## config.mk

```make
export PLATFORM = sky130hd
export DESIGN_NAME = conbus_rr
export DESIGN_NICKNAME = d
export VERILOG_FILES = /design/src/rtl/conbus_pkg.sv /design/src/rtl/conbus_rr_arb.sv /design/src/rtl/conbus_rr.sv
export SDC_FILE = /design/constraint.sdc
export NUM_CORES = 1
export LEC_CHECK = 0
export ABC_AREA = 1
export CORE_AREA = 2 2 339 341
export DETAILED_ROUTE_END_ITERATION = 16
export DIE_AREA = 0 0 341 343
export SLEW_MARGIN = 20
export SYNTH_ARGS = -nofsm -noshare
export SYNTH_HDL_FRONTEND = slang
export SYNTH_SLANG_ARGS = --single-unit
```

## constraint.sdc

```tcl
create_clock -name sys_clk -period 1.86 [get_ports sys_clk]
set_input_delay 0.279 -clock sys_clk [delete_from_list [all_inputs] [get_ports sys_clk]]
set_output_delay 0.279 -clock sys_clk [all_outputs]
set_load 0.02 [all_outputs]
```

## src/rtl/conbus_pkg.sv

```systemverilog
// Shared Wishbone field widths, CTI codes and the address decode helper
// used by the round-robin shared-bus interconnect.
package conbus_pkg;

    localparam int ADR_W = 32;
    localparam int DAT_W = 32;
    localparam int SEL_W = 4;
    localparam int CTI_W = 3;

    localparam logic [CTI_W-1:0] CTI_CLASSIC = 3'b000;
    localparam logic [CTI_W-1:0] CTI_CONST   = 3'b001;
    localparam logic [CTI_W-1:0] CTI_INCR    = 3'b010;
    localparam logic [CTI_W-1:0] CTI_EOB     = 3'b111;

    function automatic logic addr_hit(
        input logic [ADR_W-1:0] adr,
        input logic [ADR_W-1:0] base,
        input logic [ADR_W-1:0] mask
    );
        return (adr & mask) == (base & mask);
    endfunction

endpackage

```

## src/rtl/conbus_rr_arb.sv

```systemverilog
// Round-robin bus owner arbiter: holds the grant while the owner keeps
// cyc high, otherwise hands it to the next requester after the last owner.
module conbus_rr_arb
    import conbus_pkg::*;
#(
    parameter int N = 2
) (
    input  logic         sys_clk,
    input  logic         sys_rst_n,
    input  logic [N-1:0] req,
    output logic [N-1:0] gnt
);

    localparam int IW = (N > 1) ? $clog2(N) : 1;

    logic [IW-1:0] last;
    logic [IW-1:0] last_next;
    logic [N-1:0]  gnt_next;
    logic          hold;

    assign hold = |(gnt & req);

    // Distance from last owner: the master just after it has offset 0.
    always_comb begin
        int off;
        int best;
        gnt_next  = '0;
        last_next = last;
        off       = 0;
        best      = N;
        if (hold) begin
            gnt_next = gnt;
        end else begin
            for (int j = 0; j < N; j++) begin
                off = (j + N - 1 - int'(last)) % N;
                if (req[j] && off < best) begin
                    best        = off;
                    gnt_next    = '0;
                    gnt_next[j] = 1'b1;
                    last_next   = IW'(j);
                end
            end
        end
    end

    always_ff @(posedge sys_clk or negedge sys_rst_n) begin
        if (!sys_rst_n) begin
            gnt  <= '0;
            last <= IW'(N - 1);
        end else begin
            gnt  <= gnt_next;
            last <= last_next;
        end
    end

endmodule

```

## src/rtl/conbus_rr.sv

```systemverilog
// Shared-bus Wishbone interconnect: one round-robin owner drives all
// slaves, address decode picks the target, unmapped/stall errors reported.
module conbus_rr
    import conbus_pkg::*;
#(
    parameter int N_MASTERS = 2,
    parameter int N_SLAVES  = 6,
    parameter logic [N_SLAVES*32-1:0] SLAVE_BASE = {N_SLAVES{32'h0}},
    parameter logic [N_SLAVES*32-1:0] SLAVE_MASK = {N_SLAVES{32'hE0000000}},
    parameter int TIMEOUT   = 1024
) (
    input  logic                         sys_clk,
    input  logic                         sys_rst_n,
    input  logic [N_MASTERS*ADR_W-1:0]   m_adr_i,
    input  logic [N_MASTERS*DAT_W-1:0]   m_dat_i,
    input  logic [N_MASTERS*CTI_W-1:0]   m_cti_i,
    input  logic [N_MASTERS*SEL_W-1:0]   m_sel_i,
    input  logic [N_MASTERS-1:0]         m_we_i,
    input  logic [N_MASTERS-1:0]         m_cyc_i,
    input  logic [N_MASTERS-1:0]         m_stb_i,
    output logic [N_MASTERS*DAT_W-1:0]   m_dat_o,
    output logic [N_MASTERS-1:0]         m_ack_o,
    output logic [N_MASTERS-1:0]         m_err_o,
    output logic [N_SLAVES*ADR_W-1:0]    s_adr_o,
    output logic [N_SLAVES*DAT_W-1:0]    s_dat_o,
    output logic [N_SLAVES*CTI_W-1:0]    s_cti_o,
    output logic [N_SLAVES*SEL_W-1:0]    s_sel_o,
    output logic [N_SLAVES-1:0]          s_we_o,
    output logic [N_SLAVES-1:0]          s_cyc_o,
    output logic [N_SLAVES-1:0]          s_stb_o,
    input  logic [N_SLAVES*DAT_W-1:0]    s_dat_i,
    input  logic [N_SLAVES-1:0]          s_ack_i
);

    localparam int CW = (TIMEOUT > 0) ? $clog2(TIMEOUT + 1) : 1;
    localparam logic [CW-1:0] CNT_MAX =
        (TIMEOUT > 0) ? CW'(TIMEOUT - 1) : '0;

    logic [N_MASTERS-1:0] gnt;
    logic [ADR_W-1:0]     own_adr;
    logic [DAT_W-1:0]     own_dat;
    logic [CTI_W-1:0]     own_cti;
    logic [SEL_W-1:0]     own_sel;
    logic                 own_we;
    logic                 own_cyc;
    logic                 own_stb;
    logic [N_SLAVES-1:0]  hit;
    logic [N_SLAVES-1:0]  sel_act;
    logic                 mapped;
    logic [DAT_W-1:0]     rdata;
    logic                 slave_ack;
    logic                 req_active;
    logic                 stall;
    logic                 wd_hit;
    logic                 wd_err;
    logic                 err_q;
    logic [CW-1:0]        cnt;

    conbus_rr_arb #(.N(N_MASTERS)) u_arb (
        .sys_clk   (sys_clk),
        .sys_rst_n (sys_rst_n),
        .req       (m_cyc_i),
        .gnt       (gnt)
    );

    // One-hot grant turns the owner mux into a plain OR.
    always_comb begin
        own_adr = '0;
        own_dat = '0;
        own_cti = '0;
        own_sel = '0;
        own_we  = 1'b0;
        own_cyc = 1'b0;
        own_stb = 1'b0;
        for (int k = 0; k < N_MASTERS; k++) begin
            if (gnt[k]) begin
                own_adr = own_adr | m_adr_i[k*ADR_W +: ADR_W];
                own_dat = own_dat | m_dat_i[k*DAT_W +: DAT_W];
                own_cti = own_cti | m_cti_i[k*CTI_W +: CTI_W];
                own_sel = own_sel | m_sel_i[k*SEL_W +: SEL_W];
                own_we  = own_we  | m_we_i[k];
                own_cyc = own_cyc | m_cyc_i[k];
                own_stb = own_stb | m_stb_i[k];
            end
        end
    end

    always_comb begin
        hit    = '0;
        mapped = 1'b0;
        for (int i = 0; i < N_SLAVES; i++) begin
            if (!mapped && addr_hit(own_adr,
                                    SLAVE_BASE[i*32 +: 32],
                                    SLAVE_MASK[i*32 +: 32])) begin
                hit[i] = 1'b1;
                mapped = 1'b1;
            end
        end
    end

    assign sel_act = hit & {N_SLAVES{own_cyc}};

    always_comb begin
        rdata = '0;
        for (int i = 0; i < N_SLAVES; i++) begin
            if (sel_act[i]) rdata = rdata | s_dat_i[i*DAT_W +: DAT_W];
        end
    end

    assign slave_ack  = |(s_ack_i & sel_act);
    assign req_active = own_cyc & own_stb;
    assign stall      = req_active & mapped & ~slave_ack;

    // Stb suppression must not depend on ack to avoid a slave comb loop.
    assign wd_hit = (TIMEOUT > 0) && req_active && mapped
                    && (cnt == CNT_MAX);
    assign wd_err = wd_hit & ~slave_ack;

    assign s_adr_o = {N_SLAVES{own_adr}};
    assign s_dat_o = {N_SLAVES{own_dat}};
    assign s_cti_o = {N_SLAVES{own_cti}};
    assign s_sel_o = {N_SLAVES{own_sel}};
    assign s_we_o  = {N_SLAVES{own_we}};
    assign s_cyc_o = sel_act;
    assign s_stb_o = sel_act & {N_SLAVES{own_stb & ~wd_hit}};

    assign m_dat_o = {N_MASTERS{rdata}};
    assign m_ack_o = gnt & {N_MASTERS{slave_ack}};
    assign m_err_o = gnt & {N_MASTERS{err_q | wd_err}};

    always_ff @(posedge sys_clk or negedge sys_rst_n) begin
        if (!sys_rst_n) begin
            err_q <= 1'b0;
            cnt   <= '0;
        end else begin
            err_q <= req_active & ~mapped & ~err_q;
            if (TIMEOUT == 0) begin
                cnt <= '0;
            end else if (stall && cnt != CNT_MAX) begin
                cnt <= cnt + 1'b1;
            end else begin
                cnt <= '0;
            end
        end
    end

endmodule
```

* Word-level counts from Yosys, hierarchy flattened
Cells that the tools add are included.
** Word-level totals
- Register bits :: 15
- Input port bits :: 348
- Logic and storage cells :: 102
- Output and inout bits :: 512
** Operators by class
- Bitwise gates (word level) :: 33
- Reductions and logical operators :: 20
- Order comparisons :: 2
- Add/sub/neg operators :: 3
- Equality and inequality tests :: 2
- Mux-type cells :: 38
** Operator list (count)
- 32-bit two-way mux :: 12
- 32-bit bitwise OR :: 7
- 32-bit logical NOT :: 1
- 2-bit by 32-bit less-than comparator with 1-bit output :: 1
- 1-bit two-way mux :: 20
- 6-bit bitwise AND :: 3
- 11-bit by 1-bit adder with 11-bit output (second input constant) :: 1
- 11-bit by 10-bit == test with 1-bit output (second input constant) :: 1
- 11-bit two-way mux :: 1
- 11-bit by 10-bit != test with 1-bit output (second input constant) :: 1
- 1-bit logical AND :: 10
- 1-bit bitwise AND :: 9
- 4-bit two-way mux :: 2
- 2-bit bitwise AND :: 3
- 3-bit two-way mux :: 2
- 6-bit OR reduction :: 1
- 1-bit logical NOT :: 5
- 1-bit inverter :: 5
- 1-bit bitwise OR :: 4
- 4-bit bitwise OR :: 1
- 2-bit by 3-bit less-than comparator with 1-bit output (second input constant) :: 1
- 3-bit bitwise OR :: 1
- 2-bit by 1-bit subtractor with 3-bit output (first input constant) :: 1
- 2-bit two-way mux :: 1
- 4 further kinds :: 4

* Logic depth before layout (Yosys ltp)
Gate-level depths: netlist of the first run.
- Word-level depth :: 32
- Mapped depth :: 9
- Depth with buffers taken out :: 8

* Cells and area by module
A second synthesis of the first run with hierarchy kept.
** Unflattened totals
- Cells, all modules :: 667
- Area, all modules :: 4885.9 µm²
** Modules (own cells, without submodules)
- conbus_rr :: cells an instance 645, times used 1, area each 4727.0 µm²
- conbus_rr_arb :: cells an instance 22, times used 1, area each 158.9 µm²

* Least setup slack after synthesis of the first run
OpenSTA, ideal clock, no wires.
- Path type :: register to output
- Start point :: register u_arb.gnt[1]
- End point :: output port m_dat_o[50]
- Stages on the path, launching flop included :: 9
- Required time :: 1.581 ns
- Slack :: -0.298 ns
- Data arrival time :: 1.879 ns
- Cell sequence :: dfrtp_1 > buf_6 > nand2_1 > nand2_1 > nor3_2 > nand2_1 > buf_2 > nor2_1 > buf_4
** Between the ends
- Longest elaborated chain between the ends :: 20
- Elaborated cells between the ends (all ways) :: 35
- Classes of those cells :: mux (18); bitwise (6); reduce/logical (11)
** RTL lines
- start: declaration :: line conbus_rr_arb.sv:11 : output logic [N-1:0] gnt
- start signal: assignment :: line conbus_rr_arb.sv:51 : gnt <= gnt_next;
- 32-bit two-way mux (*) :: line conbus_rr.sv:76 : if (gnt[k]) begin
- net s_adr_o[29] :: line conbus_rr.sv:24 : output logic [N_SLAVES*ADR_W-1:0] s_adr_o,
- 32-bit logical NOT (*) :: line conbus_pkg.sv:20 : return (adr & mask) == (base & mask);
- 1-bit two-way mux :: line conbus_rr.sv:92 : if (!mapped && addr_hit(own_adr,
- 1-bit logical NOT :: line conbus_rr.sv:92
- 1-bit logical AND :: line conbus_rr.sv:92
- 1-bit two-way mux :: line conbus_rr.sv:92
- 1-bit logical NOT :: line conbus_rr.sv:92
- [5 not listed]
- 1-bit logical NOT :: line conbus_rr.sv:92
- 1-bit logical AND :: line conbus_rr.sv:92
- 1-bit two-way mux :: line conbus_rr.sv:92
- 1-bit logical NOT :: line conbus_rr.sv:92
- 1-bit logical AND :: line conbus_rr.sv:92
- 1-bit two-way mux :: line conbus_rr.sv:92
- 6-bit bitwise AND (*) :: line conbus_rr.sv:101 : assign sel_act = hit & {N_SLAVES{own_cyc}};
- 32-bit two-way mux (*) :: line conbus_rr.sv:106 : if (sel_act[i]) rdata = rdata | s_dat_i[i*DAT_W +: DAT_W];
- end: declaration :: line conbus_rr.sv:21 : output logic [N_MASTERS*DAT_W-1:0] m_dat_o,
Mark *: on every way through the listed nets, which the timed path passes. The rest lies on a longest branch.

* Final worst setup path of the first run
- Start point :: register u_arb.gnt[1]
- End point :: output port s_adr_o[34]
** Between the ends
- Longest elaborated chain between the ends :: 1
** RTL lines (line)
- 32-bit two-way mux :: conbus_rr.sv:76
- end: declaration :: conbus_rr.sv:24
No other way between the ends.

==> flow_summary.json, run 1 <==
{
  "status": "finished, violations left",
  "violations": "setup timing",
  "ys_ff_latch": 15,
  "die_w_um": 341,
  "numClockSinks": 15,
  "routed_wl_um": 45800,
  "ys_warn_count": 0,
  "grt_overflow": 0,
  "groute.usage.overall_pct": 6.12,
  "drive_gt1_share_pct": 73.7,
  "grt_max_degree": 24,
  "finalWorstSetupSlack_ns": -0.523,
  "pre_cts_slack_ns": -0.932,
  "antenna_left": 0,
  "crit_path_end_kind": "output pin",
  "core.rowCount": 124,
  "area_growth_pct": 210,
  "crit_fanout": 6,
  "skew_ns": 0.00186,
  "grt_pass1_vias": 5676,
  "io_buffers": 684,
  "drtIter0Drc": 129,
  "pin_count": 860,
  "fin_crit_ns": 2.38,
  "synth_cell_types": 28,
  "cts_tree": "yes",
  "routed_via_density": 2.29,
  "die_h_um": 343,
  "routedWlPerCell_um": 16.9,
  "core_area_um2": 113000,
  "final_core_util_pct": 13.1,
  "p_per_area_nw_per_um2": 1200,
  "syn_inst": 655,
  "place_inst": 2561,
  "clockBufferDepth": 2,
  "place_hpwl_um": 34300,
  "gp_congestion": 0.804,
  "synth_adder_area_share_pct": 0.262,
  "synth.mux.area_fraction_pct": 0,
  "clkLatencyLatePin_ns": 0.25,
  "rsz0062_at_grt": "yes",
  "final-max-slew-violation-count": 0,
  "holdWs_ns": 0.371,
  "drt_pass1_iterations": 4,
  "clockRootBuffer": "clkbuf_16",
  "power_leakage_nw": 6.77,
  "syn_area_um2": 4780,
  "start_util_pct": 4.21,
  "numCtsBuffers": 3,
  "synth_top_family_by_area": "buffers and inverters",
  "setup_violations": 494,
  "start_kind": "register",
  "clkTransAtPathRegs_ns": 0.05,
  "path_class": "register to output pin",
  "crit_required_ns": 1.58,
  "synth-xor-area-share_pct": 1.47,
  "hold_path_class": "input pin to asynchronous set/reset pin",
  "synth_compound_area_share_pct": 13.8,
  "maxCapViolCount": 0,
  "period_share_pct": 128,
  "avgSynthCellArea_um2": 7.29,
  "finalHoldViolations": 0,
  "yosys.area_share.simple_pct": 7.91,
  "fmax_mhz": 420,
  "antenna_found_initial": 11,
  "vias": 6182,
  "fin_nets": 1537,
  "peakVddDrop_mv": 0.558,
  "fin_cells": 2705,
  "drc": 0,
  "grt_pass1_wl_um": 48200,
  "dieArea_um2": 117000,
  "synth_seq_area_share_pct": 7.88,
  "crit_arrival_ns": 2.10,
  "htree_levels": 1
}
-- Yosys cell counts, drive strengths merged --
cell	n	area, µm²
conb	1	3.75
nor3	3	25.0
clkbuf	14	52.6
a21boi	1	7.51
ha	1	12.5
nand4	2	12.5
xor2	5	43.8
dfstp	1	26.3
a21oi	3	26.3
nor2	50	193
inv	43	161
xnor2	3	26.3
o21ai	3	15.0
nand2	28	115
o22ai	1	6.26
dfrtp	14	350
nor3b	1	7.51
a22o	69	604
buf	408	3060
nand3	4	25.0
-- final timing paths --
path	from	end	slack [ns]	cells past startpoint
worst max-delay path	u_arb.gnt[1]	s_adr_o[34]	-0.52	7
worst min-delay path	sys_rst_n	cnt[8]	0.37	2
worst max register to register	u_arb.gnt[1]	cnt[0]	-0.13	11
worst min register to register	err_q	err_q	0.47	1
max in group asynchronous	sys_rst_n	u_arb.last	1.24	2
min in group sys_clk	err_q	err_q	0.47	1
-- per-layer routing --
| layer | up-vias | share of wire [%] | global-route usage (%) |
|---|---|---|---|
| li1 | 2748 | - | - |
| met1 | 2918 | 41 | 7.61 |
| met2 | 468 | 48 | 9.84 |
| met3 | 42 | 7.7 | 1.88 |
| met4 | 6 | 3.2 | 2.40 |
| met5 | - | 0.094 | 0 |
-- stage by stage --
step | TNS, ns | area [µm²] | total power [W]
after floorplan | -0.0696 | 5060 | 0.00836
after global placement | -248.73 | 12400 | 0.0145
after detailed placement | -243.36 | 12400 | 0.0145
after CTS | -200.41 | 12600 | 0.0143
after global routing | -171.40 | 14800 | 0.0185
final | -153.23 | 14800 | 0.0179
-- cell families (layout without fill, tap and decap cells) --
logic type               count (synthesis)  in the layout
other                                    1             16
AO/OA/AOI/OAI                           77             77
XOR/XNOR                                 8              8
AND/OR/NAND/NOR                         88             88
flip-flops                              15             15
adder cells (fa/ha/maj)                  1              1
buffers and inverters                  465            988
-- sequential cells by signal, indices dropped and copies added, names as in the netlist --
register	count
cnt	11
err_q	1
u_arb.gnt	2
u_arb.last	1
-- critical path, cell delays in order (launching register included) --
cell       delay (ns)
dfrtp_4          0.50
buf_12           0.16
buf_12           0.15
buf_8            0.15
clkbuf_16        0.18
a22o_4           0.35
buf_12           0.17
clkbuf_2         0.15
-- power breakdown --
| group | internal [W] | switching (W) |
|---|---|---|
| Combinational | 0.00841 | 0.00864 |
| Clock | 0.000290 | 0.000128 |
| Sequential | 0.000365 | 0.0000267 |
| Total | 0.00906 | 0.00880 |
-- cells in the final DEF, fill, tap and decap left out, types with 6 or more instances in the layout --
| cell type | netlist | layout |
|---|---|---|
| a22o_4 | 0 | 64 |
| clkdlybuf4s15_2 | 0 | 6 |
| buf_16 | 0 | 9 |
| clkbuf_16 | 0 | 15 |
| conb_1 | 1 | 10 |
| inv_1 | 43 | 41 |
| buf_8 | 0 | 23 |
| nor2_4 | 0 | 35 |
| nand2_1 | 26 | 15 |
| clkbuf_2 | 0 | 52 |
| buf_12 | 0 | 60 |
| buf_2 | 3 | 42 |
| dfrtp_1 | 14 | 12 |
| buf_6 | 2 | 404 |
| buf_4 | 403 | 139 |
| clkdlybuf4s50_1 | 0 | 181 |
| diode_2 | 0 | 6 |
| nor2_1 | 48 | 13 |
| dlymetal6s2s_1 | 0 | 13 |
-- cell type report --
cell class / count / area (µm²)
Fill cell: 12800 / 98600
Timing Repair Buffer: 941 / 10200
Multi-Input combinational cell: 184 / 2090
Tap cell: 1512 / 1890
Sequential cell: 15 / 384
Inverter: 43 / 164
Clock buffer: 4 / 78.8
Antenna cell: 6 / 15.0
-- repair_timing --
item	in CTS	in global routing
cloned	5	16
gates resized for setup	1029	1648
pin swaps	5	49
hold buffers	0	0
endpoints found under the setup margin	511	511
setup buffers	7	149
(Power assumes the default switching activity.)
==> run 2: changes to the inputs <==
--- a/config.mk
+++ b/config.mk
@@ -6,6 +6,7 @@
 export NUM_CORES = 1
 export LEC_CHECK = 0
 export ABC_AREA = 1
+export CAP_MARGIN = 10
 export CORE_AREA = 2 2 339 341
 export DETAILED_ROUTE_END_ITERATION = 16
 export DIE_AREA = 0 0 341 343
==> results of run 2 <==
The final DEF is identical to that of run 1; final timing and power are the same.
==> run 3: changes to the inputs <==
--- a/config.mk
+++ b/config.mk
@@ -10,6 +10,7 @@
 export CORE_AREA = 2 2 339 341
 export DETAILED_ROUTE_END_ITERATION = 16
 export DIE_AREA = 0 0 341 343
+export SETUP_SLACK_MARGIN = 0.4
 export SLEW_MARGIN = 20
 export SYNTH_ARGS = -nofsm -noshare
 export SYNTH_HDL_FRONTEND = slang
==> run 3 against run 2 <==
The run still ends with setup timing left. Core utilization shrank 1.8 points. Clock skew is 0.0010 ns higher. Critical path type unchanged. Fmax is 4.1% higher. Register-to-register slack gained 0.18 ns. Via count fell by 11%. Total power is 18% lower. Count of clock-buffer cells in the layout decreased by 1. Final cell count down 4.7%. First-iteration DRC count decreased by 26%. Critical endpoint is now s_dat_o[6]. Combinational power decreased by 20%. Non-clock buffer count is 128 lower. Die area unchanged.
==> flow_summary.json, run 3 (synthesis gave the netlist of run 1 again) <==
{
  "status": "finished, violations left",
  "violations": "setup timing",
  "layout_commonest_cell": "clkdlybuf4s50_1",
  "final_core_util_pct": 11.2,
  "slowest_stage": "dfrtp_4",
  "clockBufferDepth": 2,
  "grt_overflow": 0,
  "pin_count": 860,
  "crit_fanout": 25,
  "cts_tree": "yes",
  "finalHoldViolations": 0,
  "pwr-share-clk_pct": 3.0,
  "start_kind": "register",
  "grt_pass1_wl_um": 47900,
  "power.switching_w": 0.00784,
  "start_util_pct": 4.21,
  "routed_via_density": 2.14,
  "p_sw_share_pct": 53.8,
  "numClockSinks": 15,
  "vias": 5523,
  "area_growth_pct": 167,
  "path_delay_family": "buffers and inverters",
  "routedWlPerCell_um": 16.3,
  "dieArea_um2": 117000,
  "pre_cts_slack_ns": -0.651,
  "setup_violations": 487,
  "top_register": "cnt",
  "grt_max_degree": 51,
  "final-max-slew-violation-count": 0,
  "drt_pass1_iterations": 4,
  "drtIter0Drc": 96,
  "die_w_um": 341,
  "crit_arrival_ns": 2.01,
  "core_area_um2": 113000,
  "place_hpwl_um": 35800,
  "largest_reg_flops": 11,
  "cts_hold_buf": 0,
  "peakVddDrop_mv": 0.583,
  "grt_pass1_vias": 5450,
  "finalWorstSetupSlack_ns": -0.428,
  "gp_congestion": 0.832,
  "htree_levels": 1,
  "slowest_delay_ns": 0.52,
  "drc": 0,
  "skew_ns": 0.00285,
  "path_cells": "buf_6 -> buf_16 -> a22o_4 -> buf_8 -> buf_12 -> buf_6",
  "seqPwrFrac_pct": 2.9,
  "p_per_area_nw_per_um2": 1140,
  "path_class": "register to output pin",
  "die_h_um": 343,
  "drive_gt1_share_pct": 52.8,
  "p_int_w": 0.00673,
  "rsz0062_at_grt": "yes",
  "io_buffers": 684,
  "maxCapViolCount": 0,
  "crit_required_ns": 1.58,
  "cp_common_cell": "buf_6",
  "numCtsBuffers": 3,
  "fin_nets": 1409,
  "core.rowCount": 124,
  "antenna_left": 0,
  "fmax_mhz": 437,
  "routed_wl_um": 42100,
  "antenna_found_initial": 12,
  "hold_path_class": "input pin to asynchronous set/reset pin",
  "clkLatencyLatePin_ns": 0.25,
  "cp_num_buf_inv": 5,
  "fin_crit_ns": 2.29,
  "period_share_pct": 123,
  "fillers": 13100,
  "groute.usage.overall_pct": 6.14,
  "power_leakage_nw": 7.08,
  "clockRootBuffer": "clkbuf_16",
  "final_cell_mix": "clkdlybuf4s50_1, buf_4, dlymetal6s2s_1",
  "crit_path_end_kind": "output pin",
  "combPwrFrac_pct": 94.2,
  "clkTransAtPathRegs_ns": 0.05,
  "reg_top3": "cnt x11, u_arb.gnt x2"
}
## run 3: through the flow
stage,setup TNS (ns),hold WS (ns),power [W],std cells,area (µm²)
3_3_place_gp,-188.85,0.458,0.0142,2531,12200
4_1_cts,-234.80,0.402,0.0145,2544,12400
3_5_place_dp,-187.20,0.435,0.0142,2531,12200
5_1_grt,-142.06,0.420,0.0152,2575,12800
2_1_floorplan,0,-0.0166,0.00866,664,5370
6_report,-118.36,0.381,0.0146,2578,12800
## run 3: path summary, 6_finish.rpt
path	startpoint	slack, ns	depth (start not counted)	endpoint
max in group asynchronous	sys_rst_n	1.22	2	u_arb.last
min reg2reg	err_q	0.45	1	err_q
max reg2reg	u_arb.gnt[1]	0.05	12	cnt[9]
min	sys_rst_n	0.38	2	cnt[1]
max	u_arb.gnt[0]	-0.43	6	s_dat_o[6]
min in group sys_clk	err_q	0.45	1	err_q
## run 3: worst reg2reg max path, stage by stage, from the launching register on
cell and delay [ns]:
dfrtp_4 0.53, buf_6 0.15, buf_4 0.12, nand2_1 0.05
nand2_1 0.06, nand2_1 0.06, inv_1 0.07, nand3_2 0.07
buf_4 0.15, a21oi_4 0.15, buf_4 0.15, nand2_4 0.09
nor2_2 0.11
## run 3: layout make-up
cell class / count / area, µm² / share of cell area (%)
antenna: 7 / 17.5 / 0.137
inverter: 43 / 165 / 1.29
tap: 1512 / 1890 / 14.8
multi-input combinational: 184 / 1980 / 15.5
clock inverter: 1 / 7.51 / 0.0588
timing repair buffer: 813 / 8240 / 64.6
sequential: 15 / 384 / 3.01
clock buffer: 3 / 75.1 / 0.588
## run 3: what timing repair did
action,CTS,global route
pin swaps,6,16
gates cloned,0,7
setup buffers,9,20
resized for setup,449,764
setup endpoints to repair,516,516
## run 3: layer usage
metal  up-vias  GRT usage (%)  part of all wire (%)
met4         4           2.23                   2.6
met1      2559           7.34                    41
li1       2478              -                     -
met5         -              0                 0.059
met2       452           10.6                    49
met3        30           1.52                   7.9
## run 3: power by group through the flow
| stage | registers [W] | logic [W] | clock network (W) |
|---|---|---|---|
| global route | 0.000427 | 0.0143 | 0.000463 |
| finish | 0.000419 | 0.0137 | 0.000431 |
| global placement | 0.000430 | 0.0137 | 0 |
| floorplan | 0.000376 | 0.00828 | 0 |
| CTS | 0.000419 | 0.0136 | 0.000442 |
| detailed placement | 0.000427 | 0.0137 | 0 |
